`config.mk`:
```
export PLATFORM = sky130hd
export DESIGN_NAME = serial_magnitude_comparator
export DESIGN_NICKNAME = d
export VERILOG_FILES = /design/src/rtl/serial_magnitude_comparator.sv
export SDC_FILE = /design/constraint.sdc
export NUM_CORES = 1
export LEC_CHECK = 0
export ABC_AREA = 1
export CAP_MARGIN = 0
export CORE_UTILIZATION = 45
export DETAILED_ROUTE_END_ITERATION = 7
export GPL_ROUTABILITY_DRIVEN = 0
export PLACE_DENSITY = 0.7
export SLEW_MARGIN = 20
export SYNTH_ARGS = -nofsm -noshare
export SYNTH_HDL_FRONTEND = slang
export SYNTH_SLANG_ARGS = --single-unit
```
`constraint.sdc`:
```
create_clock -name clk -period 3.5 [get_ports clk]
set_clock_uncertainty 0.05 [all_clocks]
set_input_delay 0.35 -clock clk [delete_from_list [all_inputs] [get_ports clk]]
set_output_delay 0.35 -clock clk [all_outputs]
set_load 0.1 [all_outputs]
```
`src/rtl/serial_magnitude_comparator.sv`:
```
// serial_magnitude_comparator
//   Bit-serial magnitude comparator. Operands are captured on an accepted
//   start and scanned MSB-first, one bit per clock, stopping at the first
//   differing bit. Supports unsigned and two's-complement comparison.
//
// Ports
//   clk          rising-edge clock
//   rst          synchronous, active-high reset
//   start        request, sampled only while idle
//   a, b         WIDTH-bit operands, captured at accepted start
//   signed_mode  1 = two's-complement compare, captured at accepted start
//   busy         high while scanning and in the done cycle
//   done         one-cycle pulse, result flags valid
//   less         A < B
//   great        A > B
//   equal        A == B
module serial_magnitude_comparator #(
  parameter int WIDTH = 8
) (
  input  logic             clk,
  input  logic             rst,
  input  logic             start,
  input  logic [WIDTH-1:0] a,
  input  logic [WIDTH-1:0] b,
  input  logic             signed_mode,
  output logic             busy,
  output logic             done,
  output logic             less,
  output logic             great,
  output logic             equal
);

  localparam int IDX_W = (WIDTH > 2) ? $clog2(WIDTH) : 1;
  localparam logic [IDX_W-1:0] IDX_MSB = IDX_W'(WIDTH - 1);

  typedef enum logic [1:0] {
    S_IDLE = 2'd0,
    S_SCAN = 2'd1,
    S_DONE = 2'd2
  } state_t;

  state_t           r_state;
  state_t           w_state_nxt;
  logic [WIDTH-1:0] r_a;
  logic [WIDTH-1:0] r_b;
  logic [WIDTH-1:0] w_a_nxt;
  logic [WIDTH-1:0] w_b_nxt;
  logic             r_signed;
  logic             w_signed_nxt;
  logic [IDX_W-1:0] r_idx;
  logic [IDX_W-1:0] w_idx_nxt;
  logic             r_less;
  logic             r_great;
  logic             r_equal;
  logic             w_less_nxt;
  logic             w_great_nxt;
  logic             w_equal_nxt;

  // The operands shift left, so the bit under test is always the MSB.
  logic w_ai;
  logic w_bi;
  logic w_sign_pos;

  assign w_ai       = r_a[WIDTH-1];
  assign w_bi       = r_b[WIDTH-1];
  assign w_sign_pos = (r_idx == IDX_MSB);

  // ---- next-state / datapath decision ----
  always_comb begin
    w_state_nxt  = r_state;
    w_a_nxt      = r_a;
    w_b_nxt      = r_b;
    w_signed_nxt = r_signed;
    w_idx_nxt    = r_idx;
    w_less_nxt   = r_less;
    w_great_nxt  = r_great;
    w_equal_nxt  = r_equal;

    case (r_state)
      S_IDLE: begin
        if (start) begin
          w_a_nxt      = a;
          w_b_nxt      = b;
          w_signed_nxt = signed_mode;
          w_idx_nxt    = IDX_MSB;
          w_less_nxt   = 1'b0;
          w_great_nxt  = 1'b0;
          w_equal_nxt  = 1'b0;
          w_state_nxt  = S_SCAN;
        end
      end

      S_SCAN: begin
        if (w_ai != w_bi) begin
          // In two's complement a set sign bit means the smaller value.
          if (r_signed && w_sign_pos) begin
            w_great_nxt = ~w_ai & w_bi;
            w_less_nxt  = w_ai & ~w_bi;
          end else begin
            w_great_nxt = w_ai & ~w_bi;
            w_less_nxt  = ~w_ai & w_bi;
          end
          w_state_nxt = S_DONE;
        end else if (r_idx != '0) begin
          w_idx_nxt = r_idx - 1'b1;
          w_a_nxt   = {r_a[WIDTH-2:0], 1'b0};
          w_b_nxt   = {r_b[WIDTH-2:0], 1'b0};
        end else begin
          w_equal_nxt = 1'b1;
          w_state_nxt = S_DONE;
        end
      end

      S_DONE: begin
        w_state_nxt = S_IDLE;
      end

      default: begin
        w_state_nxt = S_IDLE;
      end
    endcase
  end

  // ---- state register ----
  always_ff @(posedge clk) begin
    if (rst) begin
      r_state  <= S_IDLE;
      r_a      <= '0;
      r_b      <= '0;
      r_signed <= 1'b0;
      r_idx    <= '0;
      r_less   <= 1'b0;
      r_great  <= 1'b0;
      r_equal  <= 1'b0;
    end else begin
      r_state  <= w_state_nxt;
      r_a      <= w_a_nxt;
      r_b      <= w_b_nxt;
      r_signed <= w_signed_nxt;
      r_idx    <= w_idx_nxt;
      r_less   <= w_less_nxt;
      r_great  <= w_great_nxt;
      r_equal  <= w_equal_nxt;
    end
  end

  // Outputs decode registered state only; no input-to-output path.
  assign busy  = (r_state != S_IDLE);
  assign done  = (r_state == S_DONE);
  assign less  = r_less;
  assign great = r_great;
  assign equal = r_equal;

endmodule
```
* Yosys cells after proc, flatten, opt, wreduce, memory -nomap -nowiden
Index checks and enable logic that the tools add are counted.
Word-level totals: output and inout port bits 5, bits in registers 25, input port bits 20
Cells by class: multiplexer cells 26, add/subtract/negate cells 1, equality and inequality tests 10, bitwise logic cells 4, reductions and logical operators 10
Operators with widths (number):
- two-way mux 8 bit | 6
- one-hot mux 8 bit (2 select lines) | 2
- != test 2 bit, second input constant | 5
- two-way mux 3 bit | 3
- AND reduction 4 bit | 2
- two-way mux 1 bit | 7
- two-way mux 2 bit | 3
- one-hot mux 1 bit (2 select lines) | 3
- one-hot mux 3 bit (2 select lines) | 1
- one-hot mux 2 bit (2 select lines) | 1
- AND reduction 2 bit | 2
- nonzero test 2 bit | 2
- == test 3 bit, second input constant | 1
- != test 3 bit, second input constant | 1
- AND reduction 3 bit | 1
- nonzero test 3 bit | 1
- subtractor 3 x 1 -> 3 bit, second input constant | 1
- bitwise AND 1 bit | 2
- == test 2 x 1 -> 1 bit, second input constant | 1
- == test 2 bit, second input constant | 1
- zero test 2 bit | 1
- inverter 1 bit | 2
- logical AND 1 bit | 1
- != test 1 bit | 1

* Logic depth before layout (Yosys ltp)
depth in word-level cells 5, depth in mapped cells 10, mapped depth without buffers 9

* Least setup slack after synthesis
Ideal clock, no wire load.
path kind register -> output, start point reg r_state[1], end point out done, arrival 1652 ps, slack 1448 ps, buffers on the path 0, stages on the path, launching flop included 3, cells stage by stage dfxtp_1 inv_1 nor2_1
Between the ends: cells in the longest elaborated chain, start to end 1
RTL lines:
- from (decl) | RTL line 42 | state_t r_state;
- from (signal assigned) | RTL line 136 | r_state <= w_state_nxt;
- == test 2 bit | RTL line 149 | assign done = (r_state == S_DONE);
- to (decl) | RTL line 27 | output logic done,
Every way passes these cells.

* Worst setup path after layout
start point reg r_state[0], end point out busy
Between the ends: cells in the longest elaborated chain, start to end 1
RTL lines:
- nonzero test 2 bit | RTL line 148 | assign busy = (r_state != S_IDLE);
- to (decl) | RTL line 26 | output logic busy,
Every way passes these cells.

==> impl_metrics.csv <==
group,metric,value,unit
run_status,status,"finished with violations",
run_status,violations,"design-rule violations",
die,core_area,2805,um^2
sta,fmax,404.4,MHz
routing,drtIter0Drc,29,
sta,worst_pin_slew,0.9781,ns
sta,slew_violations,0,
setup_path,required,3.10,ns
routing,firstDrtPassIters,6,
die,row_count,19,
clock_tree,post_cts_buffers,0,
sta,final_hold_viol_count,0,
clock_tree,root_buffer,"clkbuf_4",
die,die_x,57,um
grt,grt_remaining_overflow,0,
clock_tree,cts_buffers,3,
cells_and_area,syn2layout_area_growth,18.47,%
run,max-cap-violations,0,
synth,synth_fp_nets,251,
place,place_area,1587,um^2
clock_tree,clk_latency,0.32,ns
power,vdd_drop_max,0.0003650,V
sta,tns,0,ns
sta,slew_headroom,34.59,%
die,start_util,48.53,%
clock_tree,htree_levels,1,
clock_tree,clk_path_buf_depth,2,
power,p_leak,0.8710,nW
routing,routed_wl,2397,um
clock_tree,path_clk_slew,0.13,ns
synth,synth_seq_area_share,36.76,%
routing,wl_per_cell,8.622,um
place,pre_cts_ws,1.403,ns
clock_tree,cts_hold_buf,0,
cells_and_area,drive_gt1_share,2.834,%
cells_and_area,fin_nets,273,
grt,grt_pass1_vias,930,
sta,rsz0062_at_grt,"false",
routing,ant_nets,0,
clock_tree,cts_tree,"yes",
setup_path,critical_path.top_delay_family,"buffers and inverters",
synth,ys_ff_latch,25,
setup_path,worstPathCellList,"inv_1, nand2_1, clkdlybuf4s50_1",
die,die_area,3249,um^2
sta,period_share,70.65,%
synth,ys_types,17,
synth,synth_area_leader_cell,"dfxtp_1",
clock_tree,post_cts_resized,0,
sta,finalCriticalPeriod,2.473,ns
setup_path,critPathBufInv,2,
synth,synth_area_per_cell,6.023,um^2
setup_path,crit_fanout,6,
place,portBuffers,24,
grt,antenna_found_initial,0,
synth,ys_warn_count,0,
power,power.density,839.3,nW/um^2
setup_path,slowest_delay,1.13,ns
synth,synth.top_cell.area_share,36.76,%
grt,grt_usage,16.26,%
grt,grt_pass1_wl,4112,um
setup_path,critPathSlowestCell,"clkdlybuf4s50_1",
clock_tree,cts_sinks,25,
setup_path,start_kind,"flip-flop",
routing,num_vias,1204,
cells_and_area,postLayoutCoreUtil,57.49,%
synth,synthCells,226,
die,ios,25,
setup_path,crit_type,"flip-flop to output pin",
grt,grt_max_degree,33,
setup_path,endpoint_kind,"output pin",
setup_path,worstPathArrival,2.07,ns
place,dp_hpwl,1609,um
synth,netlist_area,1361,um^2
power,finalPower,1.354,mW
cells_and_area,fin_area,1613,um^2
routing,drc,4,
sta,fin_ws,1.027,ns
hold_path,hp-class,"flip-flop to flip-flop",
sta,setup_viol,0,
die,dieHeight,57,um
synth,synthTopCellsByArea,"dfxtp_1 37%, nand2_1 25%, nor2_1 14%",
cells_and_area,diodes,0,
routing,viasPerCell,4.331,
cells_and_area,n_fill_cell,295,
[cells in the final DEF, fill, tap and decap left out]
| cell type | synthesis | layout |
|---|---|---|
| o21ai_0 | 6 | 6 |
| nand2_1 | 89 | 89 |
| nand2_2 | 2 | 2 |
| nor2_4 | 1 | 1 |
| ha_1 | 5 | 5 |
| a21oi_1 | 2 | 2 |
| inv_2 | 1 | 1 |
| nor2_1 | 52 | 52 |
| clkdlybuf4s50_1 | 0 | 24 |
| nand3_1 | 4 | 4 |
| inv_1 | 29 | 29 |
| nor3_1 | 2 | 2 |
| clkbuf_4 | 0 | 3 |
| dfxtp_1 | 25 | 25 |
| xor2_1 | 1 | 1 |
| clkbuf_1 | 1 | 1 |
[path summary, 6_finish.rpt]
check             slack, ns                  end  cells past startpoint               startpoint
setup reg to reg       1.55  r_a[1]$_SDFFE_PP0P_                      9      r_a[7]$_SDFFE_PP0P_
hold / removal         0.42   great$_SDFFE_PP0P_                      2       great$_SDFFE_PP0P_
hold reg to reg        0.42   great$_SDFFE_PP0P_                      2       great$_SDFFE_PP0P_
setup / recovery       1.03                 busy                      3  r_state[0]$_SDFFE_PP0P_
[cells by family (layout without fill, tap and decap cells)]
group | after synthesis | count (layout) | synth area share [%]
AO/OA/AOI/OAI | 8 | 8 | 2.941
XOR/XNOR | 1 | 1 | 0.6435
adder cells (fa/ha/maj) | 5 | 5 | 4.596
buffers and inverters | 37 | 58 | 12.22
flip-flops | 25 | 25 | 36.76
AND/OR/NAND/NOR | 150 | 150 | 42.83
[worst min-delay path: cells and delay by family, from the launching register on]
family,cells,cell delay [ns]
AO/OA/AOI/OAI,1,0.05
flip-flops,1,0.33
AND/OR/NAND/NOR,1,0.06
[state kept, by name (all words and copies together), names as in the netlist]
register,flops
less,1
r_a,8
r_b,8
r_idx,3
great,1
equal,1
r_signed,1
r_state,2
[through the flow]
step                      hold WS [ns]  std cells
after floorplan                 0.3691        226
after global placement          0.4041        274
after detailed placement        0.4051        274
after CTS                       0.4248        278
after global routing            0.4378        278
final                           0.4212        278
[cells in the mapped netlist]
library cell	count
inv_1	29
buf_4	3
nand2_1	89
nand3_1	4
nor3_1	2
nor2_4	1
nor2_1	52
buf_6	2
buf_2	1
inv_2	1
clkbuf_1	1
dfxtp_1	25
nand2_2	2
o21ai_0	6
xor2_1	1
a21oi_1	2
ha_1	5
[area by class of cell]
class / instances / area (um^2) / share of cell area (%)
well taps: 31 / 38.79 / 2.405
repair buffers: 24 / 240.2 / 14.90
inverters: 30 / 112.6 / 6.982
flip-flops and latches: 25 / 500.5 / 31.03
clock buffers: 4 / 26.28 / 1.629
multi-input cells: 164 / 694.4 / 43.06
[power by group]
group	internal (mW)	switching (mW)
clock network	0.0447	0.0850
logic	0.245	0.526
registers	0.392	0.0608
total	0.682	0.672
[layer usage]
metal	part of all wire (%)	global-route usage, %	up-vias
li1	-	-	702
met1	52	22.08	473
met2	42	24.87	25
met3	4.5	4.762	4
met4	1.3	5.226	0
met5	0	0	-
(Power assumes the default switching activity.)
